`config.mk`:
```
export PLATFORM = sky130hd
export DESIGN_NAME = draw_letters
export DESIGN_NICKNAME = d
export VERILOG_FILES = /design/src/rtl/vga_pkg.sv /design/src/rtl/vga_delay.sv /design/src/rtl/draw_letters.sv
export SDC_FILE = /design/constraint.sdc
export NUM_CORES = 1
export LEC_CHECK = 0
export ABC_AREA = 0
export CAP_MARGIN = 10
export CORE_MARGIN = 2
export CORE_UTILIZATION = 58
export CTS_BUF_LIST = sky130_fd_sc_hd__clkbuf_8
export DETAILED_ROUTE_END_ITERATION = 7
export DONT_BUFFER_PORTS = 1
export PLACE_DENSITY = 0.78
export SLEW_MARGIN = 10
export SYNTH_ARGS = -nofsm -noshare
export SYNTH_HDL_FRONTEND = slang
export SYNTH_SLANG_ARGS = --single-unit
```
`constraint.sdc`:
```
create_clock -name clk -period 1.78 [get_ports clk]
set_input_delay 0.089 -clock clk [delete_from_list [all_inputs] [get_ports clk]]
set_output_delay 0.089 -clock clk [all_outputs]
set_load 0.01 [all_outputs]
```
`src/rtl/vga_pkg.sv`:
```
// Shared VGA bus layout and label-region geometry; the label address generator imports the same
// constants so its char_addr regions and this consumer's pixel regions agree.
package vga_pkg;

  localparam int VGA_BUS_W = 38;

  typedef struct packed {
    logic [10:0] vcount;
    logic        vsync;
    logic        vblnk;
    logic [10:0] hcount;
    logic        hsync;
    logic        hblnk;
    logic [11:0] rgb;
  } vga_bus_t;

  localparam logic [10:0] LABEL_H_X0   = 11'd256;
  localparam logic [10:0] LABEL_H_X1   = 11'd768;
  localparam logic [10:0] LABEL_TOP_Y0 = 11'd104;
  localparam logic [10:0] LABEL_TOP_Y1 = 11'd120;
  localparam logic [10:0] LABEL_BOT_Y0 = 11'd648;
  localparam logic [10:0] LABEL_BOT_Y1 = 11'd664;
  localparam logic [10:0] LABEL_V_Y0   = 11'd128;
  localparam logic [10:0] LABEL_V_Y1   = 11'd640;
  localparam logic [10:0] LABEL_L_X0   = 11'd236;
  localparam logic [10:0] LABEL_R_X0   = 11'd780;
  localparam logic [10:0] LABEL_W      = 11'd8;
  localparam logic [10:0] CHAR_OFF_X   = 11'd28;
  localparam logic [10:0] CHAR_OFF_Y0  = 11'd24;
  localparam logic [10:0] CHAR_OFF_Y1  = 11'd40;

  function automatic logic in_range(input logic [10:0] x, input logic [10:0] lo,
                                    input logic [10:0] hi);
    return (x >= lo) && (x <= hi);
  endfunction

endpackage

```
`src/rtl/vga_delay.sv`:
```
// Async-reset shift register delaying a packed bus by CLK_DEL cycles; CLK_DEL=0 is a wire.
module vga_delay #(
  parameter int WIDTH   = 38,
  parameter int CLK_DEL = 1
) (
  input  logic             clk,
  input  logic             rst_n,
  input  logic [WIDTH-1:0] din_i,
  output logic [WIDTH-1:0] dout_o
);

  generate
    if (CLK_DEL == 0) begin : g_bypass
      logic unused_clk_rst;
      assign unused_clk_rst = clk ^ rst_n;
      assign dout_o = din_i;
    end else begin : g_shift
      logic [WIDTH-1:0] stage_q [CLK_DEL];

      always_ff @(posedge clk or negedge rst_n) begin
        if (!rst_n) begin
          for (int i = 0; i < CLK_DEL; i++) stage_q[i] <= '0;
        end else begin
          stage_q[0] <= din_i;
          for (int i = 1; i < CLK_DEL; i++) stage_q[i] <= stage_q[i-1];
        end
      end

      assign dout_o = stage_q[CLK_DEL-1];
    end
  endgenerate

endmodule

```
`src/rtl/draw_letters.sv`:
```
// Overlays font-ROM glyph pixels on the VGA stream: bus is delayed to meet the ROM row, the glyph
// column bit is selected at that aligned stage, and everything lands in one output register.
module draw_letters
  import vga_pkg::*;
#(
  parameter int          ROM_LATENCY = 1,
  parameter logic [11:0] TEXT_RGB    = 12'hFFF
) (
  input  logic        clk,
  input  logic        rst_n,
  input  logic [10:0] vcount_in,
  input  logic        vsync_in,
  input  logic        vblnk_in,
  input  logic [10:0] hcount_in,
  input  logic        hsync_in,
  input  logic        hblnk_in,
  input  logic [11:0] rgb_in,
  input  logic [7:0]  char_pixels,
  output logic [10:0] vcount_out,
  output logic        vsync_out,
  output logic        vblnk_out,
  output logic [10:0] hcount_out,
  output logic        hsync_out,
  output logic        hblnk_out,
  output logic [11:0] rgb_out
);

  vga_bus_t    in_bus, al_bus, out_d, out_q;
  logic [10:0] hc, vc, hc_lo, vc_lo, col;
  logic        h_win, v_win, glyph_bit;

  assign in_bus = {vcount_in, vsync_in, vblnk_in, hcount_in, hsync_in, hblnk_in, rgb_in};

  vga_delay #(.WIDTH(VGA_BUS_W), .CLK_DEL(ROM_LATENCY)) u_align (
    .clk    (clk),
    .rst_n  (rst_n),
    .din_i  (in_bus),
    .dout_o (al_bus)
  );

  assign hc    = al_bus.hcount;
  assign vc    = al_bus.vcount;
  assign hc_lo = {5'd0, hc[5:0]};
  assign vc_lo = {5'd0, vc[5:0]};

  always_comb begin
    h_win = in_range(hc, LABEL_H_X0, LABEL_H_X1) &&
            (in_range(vc, LABEL_TOP_Y0, LABEL_TOP_Y1) || in_range(vc, LABEL_BOT_Y0, LABEL_BOT_Y1)) &&
            in_range(hc_lo, CHAR_OFF_X, CHAR_OFF_X + LABEL_W - 11'd1);
    // Side windows are LABEL_W+1 wide; the extra column is a spacer and never lights up.
    v_win = !h_win && in_range(vc, LABEL_V_Y0, LABEL_V_Y1) &&
            in_range(vc_lo, CHAR_OFF_Y0, CHAR_OFF_Y1) &&
            (in_range(hc, LABEL_L_X0, LABEL_L_X0 + LABEL_W) ||
             in_range(hc, LABEL_R_X0, LABEL_R_X0 + LABEL_W));
    if (h_win)                              col = hc_lo - CHAR_OFF_X;
    else if (hc <= LABEL_L_X0 + LABEL_W)    col = hc - LABEL_L_X0;
    else                                    col = hc - LABEL_R_X0;
    glyph_bit = (col <= 11'd7) ? char_pixels[3'd7 - col[2:0]] : 1'b0;

    out_d = al_bus;
    if (al_bus.vblnk || al_bus.hblnk)        out_d.rgb = 12'h000;
    else if ((h_win || v_win) && glyph_bit)  out_d.rgb = TEXT_RGB;
    else                                     out_d.rgb = al_bus.rgb;
  end

  always_ff @(posedge clk or negedge rst_n) begin
    if (!rst_n) out_q <= '0;
    else        out_q <= out_d;
  end

  assign vcount_out = out_q.vcount;
  assign vsync_out  = out_q.vsync;
  assign vblnk_out  = out_q.vblnk;
  assign hcount_out = out_q.hcount;
  assign hsync_out  = out_q.hsync;
  assign hblnk_out  = out_q.hblnk;
  assign rgb_out    = out_q.rgb;

endmodule

```
Yosys cells after proc, flatten, opt, wreduce, memory -nomap -nowiden

Index checks and enable logic that the tools add are counted.

Input port bits: 48
Bits in registers: 76
Logic and storage cells: 56
Output and inout port bits: 38

Multiplexer cells: 7
Order comparisons: 18
Add/sub/neg operators: 4
Reductions and logical operators: 19

Operator list:

| kind                                                        | number |
|---|---|
| <= comparator 11 x 10 -> 1 bit (second input constant)      | 4 |
| two-way mux 12 bit                                          | 2 |
| >= comparator 11 x 10 -> 1 bit (second input constant)      | 2 |
| >= comparator 11 x 8 -> 1 bit (second input constant)       | 2 |
| two-way mux 11 bit                                          | 2 |
| logical AND 1 bit                                           | 14 |
| >= comparator 6 x 5 -> 1 bit (second input constant)        | 2 |
| <= comparator 6 bit (second input constant)                 | 2 |
| >= comparator 11 x 7 -> 1 bit (second input constant)       | 1 |
| >= comparator 11 x 9 -> 1 bit (second input constant)       | 1 |
| <= comparator 11 x 3 -> 1 bit (second input constant)       | 1 |
| <= comparator 11 x 7 -> 1 bit (second input constant)       | 1 |
| <= comparator 11 x 8 -> 1 bit (second input constant)       | 1 |
| subtractor 11 x 10 -> 11 bit (second input constant)        | 1 |
| subtractor 11 x 8 -> 11 bit (second input constant)         | 1 |
| subtractor 6 x 5 -> 7 bit (second input constant)           | 1 |
| logical OR 1 bit                                            | 4 |
| less-than comparator 3 x 4 -> 1 bit (second input constant) | 1 |
| binary-select mux 1 bit (select 3 bit)                      | 1 |
| subtractor 3 bit (first input constant)                     | 1 |
| two-way mux 1 bit                                           | 2 |
| logical NOT 1 bit                                           | 1 |

Logic depth before layout (Yosys ltp)

Depth after elaboration: 13
Mapped depth: 8
Mapped depth without buffers: 7

Modules after synthesis

Synthesis repeated with hierarchy kept, for this count alone.

Cells, all modules: 188
Area total of the unflattened synthesis: 2697.6 µm²

Modules (own cells, without submodules):

| module       | times used | area each (µm²) | sequential area each (µm²) | cells each |
|---|---|---|---|---|
| draw_letters | 1          | 1746.7          | 950.9                      | 150 |
| vga_delay    | 1          | 950.9           | 950.9                      | 38 |

Least setup slack after synthesis

No wires, ideal clock.

Kind: reg2reg
Start point: register u_align.g_shift.stage_q (netlist bit u_align.dout_o[16])
End point: register out_q (netlist bit rgb_out[10])
Slack: -0.170 ns
Stages on the path, launching flop included: 9
Library setup time: 0.130 ns
Required time: 1.650 ns
Data arrival time: 1.820 ns
Clock period less this slack: 1.950 ns
Buffers on the path: 1
Cells stage by stage: dfrtp_1 > inv_1 > ha_1 > a21boi_0 > o22ai_1 > and3_2 > clkbuf_1 > o31ai_1 > a21oi_2

RTL lines:

| what                 | line               | source |
|---|---|---|
| from (decl)          | vga_delay.sv:18    | `logic [WIDTH-1:0] stage_q [CLK_DEL];` |
| to (signal assigned) | draw_letters.sv:68 | `else out_q <= out_d;` |
| to (decl)            | draw_letters.sv:28 | `vga_bus_t in_bus, al_bus, out_d, out_q;` |

==> flow_metrics.tcl <==
set metrics [dict create \
    netSwitchingPower_w 0.000791 \
    design_area_um2 3700 \
    crit_path_max_fanout 6 \
    routedWlPerCell_um 20.6 \
    yosysUniqueCellTypes 43 \
    final-seq-area_um2 1910 \
    drive_gt1_share_pct 32.8 \
    place_inst 246 \
    cp_top_family "simple AND/OR/NAND/NOR gates" \
    antenna_found_initial 0 \
    drt-initial-drc-count 144 \
    grt-ovfl-total 0 \
    routed_wl_um 6230 \
    drtPass1Iterations 4 \
    top_usage_layer "met2" \
    yosys_register_bits 76 \
    yosys.area.top_type "dfrtp_1" \
    grt_pass1_wl_um 8960 \
    path_clk_slew_ns 0.07 \
    synth_ff_type "dfrtp_1" \
    regToRegSetupSlack_ns -0.14 \
    post-synth-top-count-cell "dfrtp_1" \
    clk_latency_ns 0.35 \
    htreeDepth 3 \
    p_comb_share_pct 8.8 \
    synth-edff-count 0 \
    vdd_drop_max_v 0.000686 \
    postPlaceCellArea_um2 2910 \
    fmax_mhz 522 \
    synth_mux_area_share_pct 1.11 \
    status "complete, but fails checks" \
    start_kind "flop" \
    start_util_pct 61.1 \
    power_density_nw_per_um2 915 \
    nets 297 \
    use_met1_pct 25.2 \
    final_max_slew_viol_count 0 \
    synthesis.instances 188 \
    seqPwrFrac_pct 56.3 \
    yosys.area.top_type_share_pct 70.5 \
    period_minus_slack_ns 1.92 \
    path_depth 8 \
    syn_nets 239 \
    port_buffers 0 \
    synth_top_family_by_area "compound AO/OA/AOI/OAI gates" \
    multiInputGateArea_um2 963 \
    tightest_slew_ns 0.361 \
    cp.required_ns 2.05 \
    worstSetupEndpointType "flop" \
    rsz0062_at_grt "yes" \
    timing.reg2reg.worst_path_depth 8 \
    cts_buffer_depth 2 \
    critPathKind "flop to flop" \
    cts_hold_buf 38 \
    n_antenna_cell 0 \
    cts_made_buffers 9 \
    p_leak_nw 1.54 \
    synth-compound-area-share_pct 16.5 \
    setup_viol 12 \
    startpoint "u_align.dout_o[16]" \
    cell_internal_pwr_w 0.00259 \
    synth_xor_area_share_pct 0.649 \
    hold_violations 76 \
    cp_slowest_cell "dfrtp_2" \
    finClkSkew_ns 0.0105 \
    maxCapViolCount 0 \
    viasPerCell 5.99 \
    globalplace.congestion 0.827 \
    drc_errors 0 \
    cts_tree "built" \
    worstPathCellList "ha_4 > buf_6 > xnor2_2 > nor3_2 > and3_4 > o221ai_4 > clkbuf_16 > a21oi_2" \
    grt_pass1_vias 1852 \
    slowest_delay_ns 0.45 \
    ant_nets 0 \
    swShare_pct 23.4 \
    cp_num_buf_inv 2 \
    die_x_um 72.2 \
    setup_ws_ns -0.137 \
    cts_sinks 76 \
    coreArea_um2 4410 \
    relSlewSlack_pct 75.7 \
    fillers 227 \
    dpl.hpwl_um 3330 \
    synth_fa_ha_area_share_pct 1.39 \
    die_h_um 72.2 \
    synthSimpleGateAreaFrac_pct 7.14 \
    grtUsageMet2_pct 41.1 \
    seq_area_frac_synth_pct 70.5 \
    avgSynthCellArea_um2 14.3 \
    grt_max_degree 77 \
    fin_cells 302 \
    synth_common_cells "dfrtp_1, a21oi_1, o31ai_1, a21oi_2, nor2_1" \
    r2r_start "u_align.dout_o[16]" \
    cts-root-buf "clkbuf_8" \
    io-pin-count 86 \
    area_growth_pct 37.0 \
    fin_crit_sh_pct 108 \
    yosys_warnings 0 \
    async_flop_share_pct 100 \
    vias 1810 \
    p_clk_share_pct 35.0 \
    synth.area.top_cells "dfrtp_1, a21oi_1, o31ai_1" \
    grt_use_met3_pct 11.0 \
    worstPathArrival_ns 2.18 \
    hold_class "input port to async pin" \
    die_area_um2 5210 \
    r2r_end "rgb_out[11]" \
    synth_area_um2 2700 \
    rows 24 \
    grt_use_total_pct 24.0 \
    timing.hold.ws_ns -0.571 \
    violations "negative hold slack, negative setup slack" \
]
==> placed cells by master (no fill, tap or decap), types with 4 or more instances in the layout <==
cell type / count
clkbuf_8: 9
a21oi_2: 12
inv_1: 6
nor2_1: 5
o31ai_2: 6
nand2_1: 6
a21oi_1: 13
dfrtp_1: 72
dlygate4sd3_1: 38
dfrtp_2: 4
buf_4: 11
o31ai_4: 5
==> layer usage <==
layer  routed length, µm  vias to the layer above  share of wire (%)
li1                    -                      797                  -
met1                2320                      920                 37
met2                3350                       77                 54
met3                 405                       16                6.5
met4                 151                        0                2.4
met5                   0                        -                  0
==> worst max path at each step <==
| stage | end | slack (ns) |
|---|---|---|
| finish | rgb_out[11] | -0.14 |
| global route | rgb_out[11] | -0.21 |
| CTS | rgb_out[7] | 0.01 |
| detailed placement | rgb_out[4] | -0.02 |
| global placement | rgb_out[6] | 0.06 |
| floorplan | rgb_out[10] | 0.02 |
==> flip-flops by register name, indices dropped and copies added, names as in the netlist <==
name,count
u_align.dout_o,38
rgb_out,12
hcount_out,11
vcount_out,11
hblnk_out,1
hsync_out,1
vblnk_out,1
vsync_out,1
==> cell families after synthesis <==
| family | count (synthesis) |
|---|---|
| simple gates | 32 |
| mux | 3 |
| flops | 76 |
| fa+ha+maj | 3 |
| xor+xnor | 2 |
| buf+inv | 13 |
| compound gates | 59 |
==> power groups by stage <==
stage               clock [W]  sequential, W  combinational (W)
floorplan                   0        0.00191           0.000139
global placement            0        0.00192           0.000167
detailed placement          0        0.00192           0.000176
CTS                   0.00118        0.00189           0.000248
global route          0.00128        0.00191           0.000319
finish                0.00118        0.00190           0.000296
==> what timing repair did <==
item,4_1_cts,5_1_grt
endpoints found under the hold margin,114,76
setup buffers,0,1
cloned,0,2
gates resized for setup,3,34
pin swaps,1,9
endpoints found under the setup margin,5,12
==> through the flow <==
| stage | setup slack (ns) | TNS (ns) | total power (W) | hold slack [ns] | utilization [%] |
|---|---|---|---|---|---|
| 6_report | -0.137 | -1.04 | 0.00338 | -0.571 | 83.7 |
| 4_1_cts | 0.0106 | 0 | 0.00333 | -0.579 | 78.8 |
| 3_3_place_gp | 0.0556 | 0 | 0.00209 | -0.205 | 65.9 |
| 2_1_floorplan | 0.0235 | 0 | 0.00205 | -0.207 | - |
| 5_1_grt | -0.206 | -1.42 | 0.00351 | -0.603 | 83.7 |
| 3_5_place_dp | -0.0165 | -0.0277 | 0.00210 | -0.205 | 65.9 |
==> layout make-up <==
cell class / instances / area share (%)
clock buffer: 9 / 3.35
clock inverter: 6 / 1.39
inverter: 5 / 0.508
multi-input combinational: 99 / 26.1
sequential: 76 / 51.6
tap: 52 / 1.76
timing repair buffer: 55 / 15.3
Note: power is estimated with default switching activity, not from simulation.
